## src/rtl/mips_cpu_load_store_unit.sv

```systemverilog
// Avalon-MM load/store master for the multicycle MIPS core: one request at a time,
// LB/LBU/LH/LHU/LW/LWL/LWR/SB/SH/SW. Optional perf counters behind MIPS_LSU_PERF_EN.
module mips_cpu_load_store_unit #(
    parameter int STALL_CNT_W     = 32,
    parameter bit WORD_ALIGN_ADDR = 1'b1
) (
    input  logic        clk,
    input  logic        reset,
    input  logic        req_valid,
    output logic        req_ready,
    input  logic [3:0]  req_op,
    input  logic [31:0] req_addr,
    input  logic [31:0] req_wdata,
    input  logic [31:0] req_rt_old,
    output logic        resp_valid,
    output logic [31:0] resp_rdata,
    output logic        resp_error,
    output logic [31:0] mem_address,
    output logic        memread,
    output logic        memwrite,
    input  logic        waitrequest,
    output logic [31:0] memwritedata,
    output logic [3:0]  byteenable,
    input  logic [31:0] memreaddata
`ifdef MIPS_LSU_PERF_EN
    ,
    output logic [STALL_CNT_W-1:0] perf_ops,
    output logic [STALL_CNT_W-1:0] perf_stalls
`endif
);

    localparam logic [3:0] OP_LB  = 4'd0;
    localparam logic [3:0] OP_LBU = 4'd1;
    localparam logic [3:0] OP_LH  = 4'd2;
    localparam logic [3:0] OP_LHU = 4'd3;
    localparam logic [3:0] OP_LW  = 4'd4;
    localparam logic [3:0] OP_LWL = 4'd5;
    localparam logic [3:0] OP_LWR = 4'd6;
    localparam logic [3:0] OP_SB  = 4'd8;
    localparam logic [3:0] OP_SH  = 4'd9;
    localparam logic [3:0] OP_SW  = 4'd10;

    typedef enum logic [1:0] {S_IDLE, S_BUS, S_RESP} state_e;

    state_e      state_q, state_d;
    logic [3:0]  op_q;
    logic [1:0]  off_q;
    logic [31:0] rt_old_q;
    logic [31:0] mem_address_q, memwritedata_q, resp_rdata_q;
    logic        memread_q, memwrite_q, resp_error_q;
    logic [3:0]  byteenable_q;

    logic [1:0]  req_off;
    logic        req_legal, req_misalign, req_store, req_err;
    logic [3:0]  req_be;
    logic [31:0] req_wd;
    logic        accept, bus_done;

    assign req_off  = req_addr[1:0];
    assign accept   = (state_q == S_IDLE) && req_valid;
    assign bus_done = (state_q == S_BUS) && !waitrequest;

    // NOTE: every signal written in an always_comb gets a default first, so no path infers a latch.
    always_comb begin
        req_legal    = 1'b1;
        req_misalign = 1'b0;
        req_store    = 1'b0;
        req_be       = 4'b0000;
        req_wd       = 32'd0;
        case (req_op)
            OP_LB, OP_LBU: req_be = 4'b0001 << req_off;
            OP_LH, OP_LHU: begin
                req_misalign = req_off[0];
                req_be       = req_off[1] ? 4'b1100 : 4'b0011;
            end
            OP_LW: begin
                req_misalign = |req_off;
                req_be       = 4'b1111;
            end
            OP_LWL: req_be = 4'((4'b0010 << req_off) - 4'd1);
            OP_LWR: req_be = 4'b1111 << req_off;
            OP_SB: begin
                req_store = 1'b1;
                req_be    = 4'b0001 << req_off;
                req_wd    = {4{req_wdata[7:0]}};
            end
            OP_SH: begin
                req_store    = 1'b1;
                req_misalign = req_off[0];
                req_be       = req_off[1] ? 4'b1100 : 4'b0011;
                req_wd       = {2{req_wdata[15:0]}};
            end
            OP_SW: begin
                req_store    = 1'b1;
                req_misalign = |req_off;
                req_be       = 4'b1111;
                req_wd       = req_wdata;
            end
            default: req_legal = 1'b0;
        endcase
        req_err = !req_legal || req_misalign;
    end

    // Load result formed from the live read data on the completing edge.
    logic [31:0] rd_byte_sh, load_result;
    logic [15:0] rd_half;
    logic [4:0]  sh_l, sh_r;

    always_comb begin
        rd_byte_sh  = memreaddata >> {off_q, 3'b000};
        rd_half     = off_q[1] ? memreaddata[31:16] : memreaddata[15:0];
        sh_l        = {2'd3 - off_q, 3'b000};
        sh_r        = {off_q, 3'b000};
        load_result = 32'd0;
        case (op_q)
            OP_LB:  load_result = {{24{rd_byte_sh[7]}}, rd_byte_sh[7:0]};
            OP_LBU: load_result = {24'd0, rd_byte_sh[7:0]};
            OP_LH:  load_result = {{16{rd_half[15]}}, rd_half};
            OP_LHU: load_result = {16'd0, rd_half};
            OP_LW:  load_result = memreaddata;
            OP_LWL: load_result = (memreaddata << sh_l) | (rt_old_q & ~(32'hFFFF_FFFF << sh_l));
            OP_LWR: load_result = (memreaddata >> sh_r) | (rt_old_q & ~(32'hFFFF_FFFF >> sh_r));
            default: load_result = 32'd0;
        endcase
    end

    always_comb begin
        state_d = state_q;
        case (state_q)
            S_IDLE:  if (req_valid) state_d = req_err ? S_RESP : S_BUS;
            S_BUS:   if (!waitrequest) state_d = S_RESP;
            S_RESP:  state_d = S_IDLE;
            default: state_d = S_IDLE;
        endcase
    end

    // NOTE: sequential state uses non-blocking assignments so all registers update from pre-edge values.
    always_ff @(posedge clk) begin
        if (reset) begin
            state_q        <= S_IDLE;
            op_q           <= 4'd0;
            off_q          <= 2'd0;
            rt_old_q       <= 32'd0;
            mem_address_q  <= 32'd0;
            memwritedata_q <= 32'd0;
            byteenable_q   <= 4'd0;
            memread_q      <= 1'b0;
            memwrite_q     <= 1'b0;
            resp_rdata_q   <= 32'd0;
            resp_error_q   <= 1'b0;
        end else begin
            state_q <= state_d;
            if (accept) begin
                op_q         <= req_op;
                off_q        <= req_off;
                rt_old_q     <= req_rt_old;
                resp_rdata_q <= 32'd0;
                resp_error_q <= req_err;
                if (!req_err) begin
                    mem_address_q  <= WORD_ALIGN_ADDR ? {req_addr[31:2], 2'b00} : req_addr;
                    memwritedata_q <= req_wd;
                    byteenable_q   <= req_be;
                    memread_q      <= !req_store;
                    memwrite_q     <= req_store;
                end
            end
            if (bus_done) begin
                memread_q  <= 1'b0;
                memwrite_q <= 1'b0;
                if (memread_q) resp_rdata_q <= load_result;
            end
        end
    end

    assign req_ready    = (state_q == S_IDLE);
    assign resp_valid   = (state_q == S_RESP);
    assign resp_rdata   = resp_rdata_q;
    assign resp_error   = resp_error_q;
    assign mem_address  = mem_address_q;
    assign memread      = memread_q;
    assign memwrite     = memwrite_q;
    assign memwritedata = memwritedata_q;
    assign byteenable   = byteenable_q;

`ifdef MIPS_LSU_PERF_EN
    logic [STALL_CNT_W-1:0] perf_ops_q, perf_stalls_q;

    always_ff @(posedge clk) begin
        if (reset) begin
            perf_ops_q    <= '0;
            perf_stalls_q <= '0;
        end else begin
            if (bus_done) perf_ops_q <= perf_ops_q + 1'b1;
            if ((state_q == S_BUS) && waitrequest) perf_stalls_q <= perf_stalls_q + 1'b1;
        end
    end

    assign perf_ops    = perf_ops_q;
    assign perf_stalls = perf_stalls_q;
`else
    logic unused_cfg;
    assign unused_cfg = ^STALL_CNT_W;
`endif

endmodule

```

## config.mk

```make
export PLATFORM = sky130hd
export DESIGN_NAME = mips_cpu_load_store_unit
export DESIGN_NICKNAME = d
export VERILOG_FILES = /design/src/rtl/mips_cpu_load_store_unit.sv
export SDC_FILE = /design/constraint.sdc
export NUM_CORES = 1
export LEC_CHECK = 0
export ABC_AREA = 1
export BUFFER_PORTS_ARGS = -buffer_cell sky130_fd_sc_hd__buf_4
export CAP_MARGIN = 25
export CORE_MARGIN = 2
export CORE_UTILIZATION = 58
export CTS_BUF_LIST = sky130_fd_sc_hd__clkbuf_8
export DETAILED_ROUTE_END_ITERATION = 10
export PLACE_DENSITY = 0.89
export REMOVE_ABC_BUFFERS = 1
export SYNTH_ARGS = -nofsm -noshare
export SYNTH_HDL_FRONTEND = slang
export SYNTH_SLANG_ARGS = --single-unit
```

## constraint.sdc

```tcl
create_clock -name clk -period 2.6 [get_ports clk]
set_clock_uncertainty 0.15 [all_clocks]
set_input_delay 0.52 -clock clk [delete_from_list [all_inputs] [get_ports clk]]
set_output_delay 0.52 -clock clk [all_outputs]
set_load 0.1 [all_outputs]
```

=== Word level (Yosys, flattened, before mapping) ===
Cells that the tools add are included.

* Bits in registers: 141
* Bits of input ports: 136
* Output and inout bits: 105
* Logic and storage cells: 79

* Bitwise operators: 7
* Muxes and demuxes: 15
* Reduce and logical (&&, ||, !) cells: 18
* Eq/ne operators: 19
* Add/subtract/negate cells: 2
* Shifts and indexed selects: 7

{| class="wikitable"
|+ Operators by type and width
! operator !! number
|-
| one-hot mux 32 bit (7 select lines) || 1
|-
| two-way mux 32 bit || 3
|-
| one-hot mux 32 bit (3 select lines) || 1
|-
| bitwise AND 32 bit || 2
|-
| inverter 32 bit || 2
|-
| OR 32 bit || 2
|-
| left shift 32 x 5 -> 32 bit || 1
|-
| left shift 32 x 5 -> 32 bit, first input constant || 1
|-
| >> shifter 32 x 5 -> 32 bit || 1
|-
| >> shifter 32 x 5 -> 32 bit, first input constant || 1
|-
| == test 4 x 3 -> 1 bit, second input constant || 6
|-
| one-hot mux 4 bit (5 select lines) || 1
|-
| == test 4 x 2 -> 1 bit, second input constant || 4
|-
| two-way mux 16 bit || 1
|-
| == test 4 bit, second input constant || 3
|-
| OR reduction 10 bit || 1
|-
| OR reduction 3 bit || 3
|-
| == test 4 x 1 -> 1 bit, second input constant || 2
|-
| logical NOT 4 bit || 2
|-
| two-way mux 2 bit || 3
|-
| OR reduction 2 bit || 3
|-
| two-way mux 4 bit || 1
|-
| != test 2 bit, second input constant || 2
|-
| one-hot mux 2 bit (2 select lines) || 1
|-
| 15 further kinds || 20
|}

=== Logic depth before layout (Yosys ltp) ===
* Depth in word-level cells: 8
* Mapped depth: 11
* Depth with buffers taken out: 9

=== Worst setup path before layout ===
OpenSTA, ideal clock, no wires.

* Path type: register to register
* Start point: register state_q[0]
* End point: register mem_address_q[12], in the netlist mem_address[12]
* Cell stages (with the launch flop): 9
* Period minus slack after synthesis: 3.087 ns
* Setup time: 0.065 ns
* Data arrival time: 2.872 ns
* Setup slack: -0.487 ns
* Required time: 2.385 ns
* Path buffers: 1
* Path through: dfxtp_1 -> nor2_1 -> nand2_1 -> inv_1 -> nand3_4 -> inv_4 -> buf_4 -> nor2_1 -> nor2_1

* Longest elaborated chain between the ends: 3

{| class="wikitable"
|+ Ends and longest elaborated chain
! item !! RTL line !! text
|-
| start: declaration || 45 || <nowiki>state_e state_q, state_d;</nowiki>
|-
| start signal: assignment || 152 || <nowiki>state_q <= state_d;</nowiki>
|-
| logical NOT 2 bit || n/a ||
|-
| net req_ready || 10 || <nowiki>output logic req_ready,</nowiki>
|-
| logical AND 1 bit || 60 || <nowiki>assign accept = (state_q == S_IDLE) && req_valid;</nowiki>
|-
| AND reduction 2 bit (no source line) || n/a ||
|-
| end signal: assignment || 160 || <nowiki>mem_address_q <= WORD_ALIGN_ADDR ? {req_addr[31:2], 2'b00} : req_addr;</nowiki>
|-
| end: declaration || 49 || <nowiki>logic [31:0] mem_address_q, memwritedata_q, resp_rdata_q;</nowiki>
|}

The timed path passes the listed nets, and every way through them passes these cells.
A chain may end at the register's enable or synchronous reset.

=== Final worst setup path ===
* Start point: register op_q[0]
* End point: register resp_rdata_q[3], in the netlist resp_rdata[3]

* Longest elaborated chain between the ends: 4
* Elaborated cells between the ends (all ways): 10
* Those cells by class: eq/ne: 6; mux: 3; reduce/logical: 1

{| class="wikitable"
|+ Ends and longest elaborated chain
! item !! RTL line !! text
|-
| start: declaration || 46 || <nowiki>logic [3:0] op_q;</nowiki>
|-
| start signal: assignment || 154 || <nowiki>op_q <= req_op;</nowiki>
|-
| == test 4 x 3 -> 1 bit, or another cell as far along || 115 || <nowiki>case (op_q)</nowiki>
|-
| one-hot mux 32 bit (7 select lines) (*) || 115 ||
|-
| two-way mux 32 bit (*) || 170 || <nowiki>if (memread_q) resp_rdata_q <= load_result;</nowiki>
|-
| two-way mux 32 bit (*) || 167 || <nowiki>if (bus_done) begin</nowiki>
|-
| end signal: assignment || 170 ||
|-
| end: declaration || 49 ||
|}

Mark *: on every way between the ends. The rest lies on a longest branch, timed or not.

==> impl_summary.log <==
INFO  metric length_of_routed_wiring_on_met1 = 9720 microns
INFO  metric critical_path_required = 2.85 ns
INFO  metric worst_hold_startpoint = req_addr[19]
INFO  metric h-tree-depth = 4
INFO  metric hold_violations = 0
INFO  metric grt_antenna_before_repair = 0
INFO  metric top_level_ports = 241
INFO  metric routedWlPerCell = 15.3 microns
INFO  metric relative_slew_slack = 26.5%
INFO  metric sort_of_element_at_the_end_of_the_critical_path = register
INFO  metric antenna_violating_nets_post_route = 0
INFO  metric flip_flop_and_latch_count_after_synthesis = 141
INFO  metric drtIter0Drc = 1001
INFO  metric clockRootBuffer = sky130_fd_sc_hd__clkbuf_8
INFO  metric global_route_usage_sum = 35.5%
INFO  metric yosysUniqueCellTypes = 29
INFO  metric crit_path_start_kind = register
INFO  metric internal_power = 3.56 mW
INFO  metric r2r_cells = 7
INFO  metric detailedRoute.firstPassIterationCount = 5
INFO  metric syn-instance-count = 1263
INFO  metric setup_tns = 0 ns
INFO  metric max_cap_viol_count = 0
INFO  metric power.sequential.fraction = 40.1%
INFO  metric p_leak = 4.67 nW
INFO  metric ys_seq_area_share = 36.4%
INFO  metric detailroute.wirelength.met3 = 2610 microns
INFO  metric clock_path_buffers = 2
INFO  metric clkTransAtPathRegs = 0.09 ns
INFO  metric vias = 9343
INFO  metric effective_utilization_at_floorplan = 59.1%
INFO  metric worst_hold_slack = 0.130 ns
INFO  metric switching_power = 2.35 mW
INFO  metric crit_path_max_fanout = 17
INFO  metric p_sw_share = 39.8%
INFO  metric core = 0.0131 sq mm
INFO  metric worst-endpoint-arrival = 2.55 ns
INFO  metric comb_power_share = 31.8%
INFO  metric synth-async-reset-ratio = 0%
INFO  metric num_rows = 42
INFO  metric timing.final.setup_violations = 0
INFO  metric numnets_final = 1592
INFO  metric die_height = 120 microns
INFO  metric clock_sink_count = 141
INFO  metric cts-hold-fix-buffers = 0
INFO  metric power.ir.vdd_worst = 488 uV
INFO  metric timing.reg2reg.setup_slack = 0.30 ns
INFO  metric power_frac_clock = 28.0%
INFO  metric achievable-frequency = 0.436 GHz
INFO  metric fp.dieW = 120 microns
INFO  metric hold_path_class = in -> reg
INFO  metric synthesis.area = 0.00776 sq mm
INFO  metric worst_hold_path.num_cells = 3
INFO  metric ys_warn_count = 0
INFO  metric avgViaCountPerCell = 5.68
INFO  metric cts_tree = yes
INFO  metric count_of_flip_flops_with_a_built_in_enable_after_synthesis = 0
INFO  metric met2RoutedLength = 11800 microns
INFO  metric synth.avg_cell_area = 6.14 sq um
INFO  metric ys_dominant_reg_cell = sky130_fd_sc_hd__dfxtp_1
INFO  metric rsz0062_at_grt = false
INFO  metric slew_violations = 0
INFO  metric area_growth_syn_to_layout = 28.7%
INFO  metric grt_pass1_wl = 41300 microns
INFO  metric antenna-diode-count = 0
INFO  metric clk_latency = 0.47 ns
INFO  metric routed.top_layer = met4
INFO  metric layout_min_cycle_time = 2.30 ns
INFO  metric post-cts-setup-buffers = 0
INFO  metric cts_buffers = 17
INFO  metric period_share = 88.3%
INFO  metric place.detailed.hpwl = 17100 microns
INFO  metric r2r_start = op_q[0]
INFO  metric die-area = 0.0143 sq mm
INFO  metric power_per_cell_area = 592 mW/mm^2
INFO  metric run_status = finished clean
INFO  metric finalWirelength = 25100 microns
INFO  metric placement.io_buffers = 238
INFO  metric critical_path_class = reg -> reg
INFO  metric timing_worst_slew_pin_value = 1.10 ns
INFO  metric grt_pass1_vias = 8779
INFO  metric critical_path.reg2reg.endpoint = resp_rdata[3]
INFO  metric remaining_routing_drc_violations = 0
INFO  metric final_weighted_congestion_in_routability_driven_placement = 0.912
INFO  metric worstHoldEndpoint = mem_address[19]
INFO  metric globalRoute.totalOverflow = 0
INFO  metric post_route_cells_drive_above_1_share = 21.9%
INFO  metric grt_start_max_net_pins = 91
logic make-up (layout without fill, tap and decap cells):
group	count (synthesis)	after routing	share of synthesized area, %
and+or+nand+nor	753	753	41.0
DFF	141	141	36.4
buffers and inverters	151	356	8.34
AOI/OAI and AO/OA	217	217	14.3
other	1	2	0.0483
timing repair:
action	in CTS	in global routing
setup endpoints to repair	0	5
endpoints found under the hold margin	0	0
resized for setup	0	1
worst max-delay path, cell delays in order (launching register included):
cell and delay (ns):
sky130_fd_sc_hd__dfxtp_1 0.38, sky130_fd_sc_hd__nor2_4 0.43, sky130_fd_sc_hd__nand2_1 0.42, sky130_fd_sc_hd__o21ai_1 0.44, sky130_fd_sc_hd__nand2_1 0.10, sky130_fd_sc_hd__nand3_1 0.11, sky130_fd_sc_hd__nand2_1 0.07, sky130_fd_sc_hd__a21oi_1 0.14
per-stage QoR:
stage	utilization [%]	total power, mW	instances	cell area (sq um)	worst slack [ns]
floorplan	-	3.67	1178	7370	-2.86
global placement	73.2	4.24	1613	9620	0.203
detailed placement	73.2	4.27	1613	9620	0.0973
CTS	76.0	5.90	1645	9980	0.0647
global route	76.0	6.19	1645	9990	0.192
finish	76.0	5.91	1645	9990	0.304
per-layer routing:
layer	GRT usage (%)	up-vias
li1	-	4524
met1	42.5	4222
met2	57.6	501
met3	10.8	96
met4	17.9	0
met5	0	-
synth_stat cells, types with 2 or more instances:
cell type	number	area share, %
sky130_fd_sc_hd__a21oi_1	65	4.2
sky130_fd_sc_hd__a31oi_1	5	0.40
sky130_fd_sc_hd__and2_1	4	0.32
sky130_fd_sc_hd__buf_1	8	0.39
sky130_fd_sc_hd__buf_2	30	1.9
sky130_fd_sc_hd__buf_4	6	0.58
sky130_fd_sc_hd__buf_6	2	0.29
sky130_fd_sc_hd__clkbuf_1	40	1.9
sky130_fd_sc_hd__dfxtp_1	141	36
sky130_fd_sc_hd__inv_1	58	2.8
sky130_fd_sc_hd__inv_2	4	0.19
sky130_fd_sc_hd__inv_4	2	0.16
sky130_fd_sc_hd__nand2_1	325	16
sky130_fd_sc_hd__nand3_1	222	14
sky130_fd_sc_hd__nor2_1	182	8.8
sky130_fd_sc_hd__nor2_2	2	0.16
sky130_fd_sc_hd__o21ai_0	71	4.6
sky130_fd_sc_hd__o21ai_1	73	4.7
sky130_fd_sc_hd__or2_2	13	1.0
layout make-up:
class | instances | area (sq um)
sequential | 141 | 2820
clock buffer | 19 | 262
inverter | 65 | 250
multi-input combinational | 972 | 4310
fill | 1134 | 3150
clock inverter | 13 | 105
tap | 176 | 220
timing repair buffer | 259 | 2020
placed cells by master (no fill, tap or decap), drive strengths merged:
cell        n
nor2      184
nand4       1
nor3        1
inv        69
dfxtp     141
conb        2
and2        4
o2111ai     1
a31oi       5
or2        13
nand2     326
clkinvlp    1
a21oi      66
clkbuf     19
o21ai     144
o22ai       1
buf       259
clkinv      8
nand3     224
state kept, by name (all words and copies together), names as in the netlist, 2 cells and up:
name	count
rt_old_q	32
byteenable	4
off_q	2
op_q	4
mem_address	30
state_q	2
memwritedata	32
resp_rdata	32
how the worst max path moves through the flow:
stage	startpoint	end	slack (ns)	cells after the start
final	op_q[0]	resp_rdata[3]	0.30	7
after global routing	op_q[0]	resp_rdata[3]	0.19	7
after CTS	op_q[0]	resp_rdata[3]	0.06	7
after detailed placement	op_q[0]	resp_rdata[0]	0.1	7
after global placement	op_q[1]	resp_rdata[4]	0.20	7
after floorplan	state_q[0]	memread	-2.86	7
power by group through the flow:
stage | logic (mW) | clock network, mW | registers (mW)
final | 1.88 | 1.66 | 2.37
after global routing | 2.04 | 1.76 | 2.39
after CTS | 1.86 | 1.67 | 2.37
after detailed placement | 1.85 | 0 | 2.42
after global placement | 1.83 | 0 | 2.41
after floorplan | 0.756 | 0 | 2.91
(Power assumes the default switching activity.)
